[src/rtl/piso_transmitter.sv]
// piso_transmitter
//   Parallel-in serial-out transmitter. A WIDTH-bit word is accepted over a
//   load/ready handshake and shifted out one bit per clock on serial_out. frame
//   marks every valid data bit, and done pulses on the last bit of each word.
//   Back-to-back words stream with no idle gap.
//
// Parameters
//   WIDTH      data word width in bits (2..32)
//   MSB_FIRST  1: data_in[WIDTH-1] is sent first, 0: data_in[0] is sent first
//
// Ports
//   clk         rising-edge clock
//   reset       synchronous active-high reset, highest priority
//   load        word-valid request, sampled on the rising edge
//   data_in     parallel word, captured on the edge where load && ready
//   ready       combinational; the block can accept a word this cycle
//   serial_out  registered current transmitted bit
//   frame       registered; high while serial_out carries a data bit
//   done        registered; one-cycle pulse on the last bit of a word
module piso_transmitter #(
    parameter int unsigned WIDTH     = 4,
    parameter bit          MSB_FIRST = 1'b1
) (
    input  logic             clk,
    input  logic             reset,
    input  logic             load,
    input  logic [WIDTH-1:0] data_in,
    output logic             ready,
    output logic             serial_out,
    output logic             frame,
    output logic             done
);

    localparam int unsigned CNT_W = $clog2(WIDTH) + 1;
    localparam logic [CNT_W-1:0] LAST_IDX = CNT_W'(WIDTH - 1);

    typedef enum logic {
        IDLE  = 1'b0,
        SHIFT = 1'b1
    } state_e;

    state_e           state_q,      state_d;
    logic [WIDTH-1:0] shreg_q,      shreg_d;
    logic [CNT_W-1:0] cnt_q,        cnt_d;
    logic             serial_out_q, serial_out_d;
    logic             frame_q,      frame_d;
    logic             done_q,       done_d;

    logic last_bit;
    logic accept;

    // The last bit of a word is on serial_out this cycle.
    assign last_bit = (state_q == SHIFT) && (cnt_q == LAST_IDX);

    // Ready is forced low while reset is applied so no accept can race it.
    assign ready  = !reset && ((state_q == IDLE) || last_bit);
    assign accept = load && ready;

    // Next-state, shift-register and output computation.
    always_comb begin
        state_d      = state_q;
        shreg_d      = shreg_q;
        cnt_d        = cnt_q;
        serial_out_d = 1'b0;
        frame_d      = 1'b0;
        done_d       = 1'b0;

        if (accept) begin
            // The first bit goes straight to serial_out; the register keeps
            // the remaining bits already aligned for the next shift.
            state_d = SHIFT;
            cnt_d   = '0;
            frame_d = 1'b1;
            if (MSB_FIRST) begin
                serial_out_d = data_in[WIDTH-1];
                shreg_d      = {data_in[WIDTH-2:0], 1'b0};
            end else begin
                serial_out_d = data_in[0];
                shreg_d      = {1'b0, data_in[WIDTH-1:1]};
            end
        end else if (state_q == SHIFT) begin
            if (last_bit) begin
                state_d = IDLE;
                cnt_d   = '0;
                shreg_d = '0;
            end else begin
                cnt_d   = cnt_q + CNT_W'(1);
                frame_d = 1'b1;
                done_d  = ((cnt_q + CNT_W'(1)) == LAST_IDX);
                if (MSB_FIRST) begin
                    serial_out_d = shreg_q[WIDTH-1];
                    shreg_d      = {shreg_q[WIDTH-2:0], 1'b0};
                end else begin
                    serial_out_d = shreg_q[0];
                    shreg_d      = {1'b0, shreg_q[WIDTH-1:1]};
                end
            end
        end
    end

    // State and output registers; reset aborts any word in flight.
    always_ff @(posedge clk) begin
        if (reset) begin
            state_q      <= IDLE;
            shreg_q      <= '0;
            cnt_q        <= '0;
            serial_out_q <= 1'b0;
            frame_q      <= 1'b0;
            done_q       <= 1'b0;
        end else begin
            state_q      <= state_d;
            shreg_q      <= shreg_d;
            cnt_q        <= cnt_d;
            serial_out_q <= serial_out_d;
            frame_q      <= frame_d;
            done_q       <= done_d;
        end
    end

    assign serial_out = serial_out_q;
    assign frame      = frame_q;
    assign done       = done_q;

endmodule

[config.mk]
export PLATFORM = sky130hd
export DESIGN_NAME = piso_transmitter
export DESIGN_NICKNAME = d
export VERILOG_FILES = /design/src/rtl/piso_transmitter.sv
export SDC_FILE = /design/constraint.sdc
export NUM_CORES = 1
export LEC_CHECK = 0
export CORE_AREA = 2 2 39 41
export CTS_BUF_LIST = sky130_fd_sc_hd__clkbuf_8
export CTS_CLUSTER_DIAMETER = 100
export CTS_CLUSTER_SIZE = 10
export DETAILED_ROUTE_END_ITERATION = 12
export DIE_AREA = 0 0 41 43
export PLACE_DENSITY_LB_ADDON = 0.2
export SETUP_SLACK_MARGIN = 0.05
export SYNTH_ARGS = -nofsm -noshare
export SYNTH_HDL_FRONTEND = slang
export SYNTH_SLANG_ARGS = --single-unit
[constraint.sdc]
create_clock -name clk -period 1.7 [get_ports clk]
set_input_delay 0.34 -clock clk [delete_from_list [all_inputs] [get_ports clk]]
set_output_delay 0.34 -clock clk [all_outputs]
set_load 0.005 [all_outputs]
# Word level (Yosys, flattened, before mapping)
# Index checks and enable logic that the tools add are counted.
# op_classes
n_bitwise	1
n_lt_le_gt_ge	0
n_shift	0
mux	10
mul	0
n_reduce_logical	8
n_div	0
addsub	1
eq_ne	2
# ops
op	n
2-to-1 mux 4 bit	3
== test 3 x 2 -> 1 bit (second input constant)	2
2-to-1 mux 1 bit	6
OR reduction 4 bit	1
adder 3 x 1 -> 3 bit (second input constant)	1
logical AND 1 bit	3
2-to-1 mux 3 bit	1
nonzero test 2 bit	1
OR reduction 2 bit	1
zero test 1 bit	1
logical OR 1 bit	1
inverter 1 bit	1
# totals
rom_bits	0
latch_bits	0
input_bits	7
mem_count	0
reg_bits	10
ramBits	0
wordCells	28
output_inout_bits	4

# Depth between registers and ports, before layout
# Gate-level depths: netlist of the first run.
# depth
ltp_word	6
ltp_mapped	5

# Worst setup path after synthesis of the first run
# OpenSTA, ideal clock, no wires.
# synth_path
kind	reg2out
from	register cnt_q[0]
to	output ready
arrival_time_ns	1.049
t_required_ns	1.360
slack_ns	0.311
n_path_buf	0
stages_incl_launch_ff	5
cell_sequence	dfxtp_1 > ha_1 > ha_1 > and2b_2 > nor2_1
# synth_via
elab_chain_len	4
# synth_lines
item	line	rtl
start, declared	44	logic [CNT_W-1:0] cnt_q, cnt_d;
start signal, assigned	113	cnt_q <= cnt_d;
== test 3 x 2 -> 1 bit	53	assign last_bit = (state_q == SHIFT) && (cnt_q == LAST_IDX);
logical AND 1 bit	53	
logical OR 1 bit	56	assign ready = !reset && ((state_q == IDLE) || last_bit);
logical AND 1 bit	56	
end, declared	28	output logic ready,
# Every way passes these cells.

# Final worst setup path of the first run
# Ends and elaborated chain as after synthesis.

==> results of run 1 <==
## per-layer routing
metal	wire (µm)	GRT usage, %	share of wire (%)	vias up
met5	0	0	0	-
met1	439	14.0	44	182
li1	-	-	-	202
met4	14	8.00	1.4	0
met2	480	20.3	48	11
met3	67	9.42	6.7	2
## cell type report
cell class / instances / area [µm²]
Tap cell: 16 / 20.0
Multi-Input combinational cell: 31 / 244
Clock buffer: 3 / 41.3
Sequential cell: 9 / 183
Clock inverter: 1 / 3.75
Fill cell: 136 / 718
Inverter: 3 / 11.3
Timing Repair Buffer: 19 / 163
## worst max-delay path by stage
stage | start | endpoint | cells after the start
after floorplan | cnt_q[0] | ready | 4
after global routing | cnt_q[0] | ready | 5
after detailed placement | cnt_q[0] | ready | 5
final | cnt_q[0] | ready | 5
after CTS | cnt_q[0] | ready | 5
after global placement | cnt_q[0] | ready | 5
## kinds of logic (layout without fill, tap and decap cells)
kind of cell | after synthesis | after routing
compound gates | 9 | 9
flops | 9 | 9
simple gates | 16 | 16
buf+inv | 5 | 26
mux | 3 | 3
fa+ha+maj | 3 | 3
## power groups by stage
stage	logic [mW]	clock network, mW	registers, mW
CTS	0.0772	0.249	0.227
global route	0.0891	0.263	0.229
finish	0.0806	0.242	0.228
detailed placement	0.0785	0	0.230
global placement	0.0778	0	0.230
floorplan	0.0336	0	0.232
## sequential cells by signal (all words and copies together) (netlist names)
signal,count
frame,1
serial_out,1
cnt_q,3
shreg_q,3
done,1
## Yosys cell counts
master    n  area share, %
o32a_1    2            4.8
buf_2     2            2.4
inv_1     3            2.7
a21oi_1   2            2.4
nor3_1    1            1.2
mux2i_1   3            7.2
or2_2     1            1.5
nand2b_2  1            2.1
nand4b_1  1            2.1
a32oi_1   2            4.2
dfxtp_1   9             43
o21ai_0   1            1.2
o22ai_1   2            3.0
and2b_2   1            2.1
nand2_1   2            1.8
nor3b_1   1            1.8
nand3_1   1            1.2
ha_1      3            9.0
nor2_1    7            6.3
## timing repair
action | in CTS | in global routing
gates resized for setup | 7 | 4
hold buffers | 0 | 0
setup buffers | 0 | 2
pin swaps | 0 | 1
endpoints found under the setup margin | 1 | 1
## worst max-delay path, cell delays in order (launching register included)
cell	delay, ps
dfxtp_2	350
ha_4	150
ha_4	120
and2b_2	220
nor2_2	90
buf_2	110
## cell usage in the layout, fill, tap and decap left out, drive strengths merged
master,instances
buf,10
clkdlybuf4s50,9
dfxtp,9
nor2,7
inv,4
mux2i,3
clkbuf,3
ha,3
o32a,2
nand2,2
a21oi,2
a32oi,2
o22ai,2
and2b,1
nand2b,1
nand3,1
nor3,1
nor3b,1
or2,1
nand4b,1
o21ai,1
==> out/results.ini, run 1 <==
[critical_path]
reg2reg_slack_ps=280
ff2ff_path_depth=7
worstSetupPathType=reg2out
crit_required_ps=1360
critPathLaunchType=register
critPathCaptureType=output pin
timing.rr.start=cnt_q[0]
r2r-end=cnt_q[1]
worstPathArrival_ps=1260
cp_max_fo=2

[cells_and_area]
diodes=0
fin_cells=82
nNetsFinal=77
layout-drive-gt1-share_pct=31.8
design_area_um2=666
area_growth_pct=59.3
final_util_pct=48.1

[sta]
setup_viol=0
hold_slack_ps=463
fmax_mhz=624
clock_skew_ps=7.30
rsz0062_at_grt=true
fin_ws_ps=96.8
hold_viol=0
tightest_slew_ps=140
finalMaxSlewViolations=0
finalCritPeriodShare_pct=94.3
slew_headroom_pct=90.4
fin_setup_tns_ps=0
min_period_ps=1600

[clock_network]
clk_latency_ps=230
cts_buffer_depth=2
htreeDepth=1
clock-sinks=9
tritoncts=done
cts-root-buf=clkbuf_8
path_clk_slew_ps=50
numCtsBuffers=3

[min_path]
whs_endpoint=serial_out
hold_depth=2
min-delay-path-class=reg2reg
hold_start=shreg_q[3]

[pwr]
p_comb_share_pct=14.6
p_leak_nw=0.267
p_sw_mw=0.124
swShare_pct=22.5
clkPwrFrac_pct=43.9
worst_ir_drop_vdd_v=0.000591
internal-power_mw=0.426
power_density_nw_per_um2=827
finalPower_mw=0.551
power_frac_seq_pct=41.4

[synthesis]
synth_area_per_cell_um2=9.29
synth_fp_nets=55
synthMuxAreaShare_pct=7.19
yosysWarnings=0
syn_inst=45
synth-xor-area-share_pct=0
synth_top_family_by_area=simple AND/OR/NAND/NOR gates
synth_area_um2=418
synth.yosys.seq_area_share_pct=43.1
ys_seq_elements=9
synthSimpleGateAreaFrac_pct=20.1
synthDistinctLibCells=19
yosys.area_share.adder_pct=8.98
synth_compound_area_share_pct=15.6

[detailed_routing]
drtIter0Drc=1
dr.pass1.iters=2
drcViolationCount=0
routed_via_density=4.84
finalWirelength_um=1000
final_antenna_net_count=0
routedWlPerCell_um=12.2
num_vias=397

[place]
postPlaceCellArea_um2=581
place.gp.congestion=0.663
dp_slack_ps=-71.3
place_inst=76
dp_hpwl_um=669
place.port_buffers=10

[floorplanning]
core_um2=1380
start_util_pct=30.2
pin_count=11
die_h_um=43
die_area_um2=1760
fp.dieW_um=41
rows=14

[global_routing]
grt_max_degree=12
grt_use_total_pct=13.9
overflow=0
grt_pass1_vias=378
antenna_found_initial=0
grt_pass1_wl_um=1520

[outcome]
run_status=finished, final reports clean

[run]
cap_violations=0

Power figures use the tool's default switching activity.
==> run 2, diff against run 1 <==
Settings changed: CTS_CLUSTER_SIZE 10 to 14.
==> results of run 2 <==
Same layout as run 1: the final DEF is identical, and so are final timing and power.
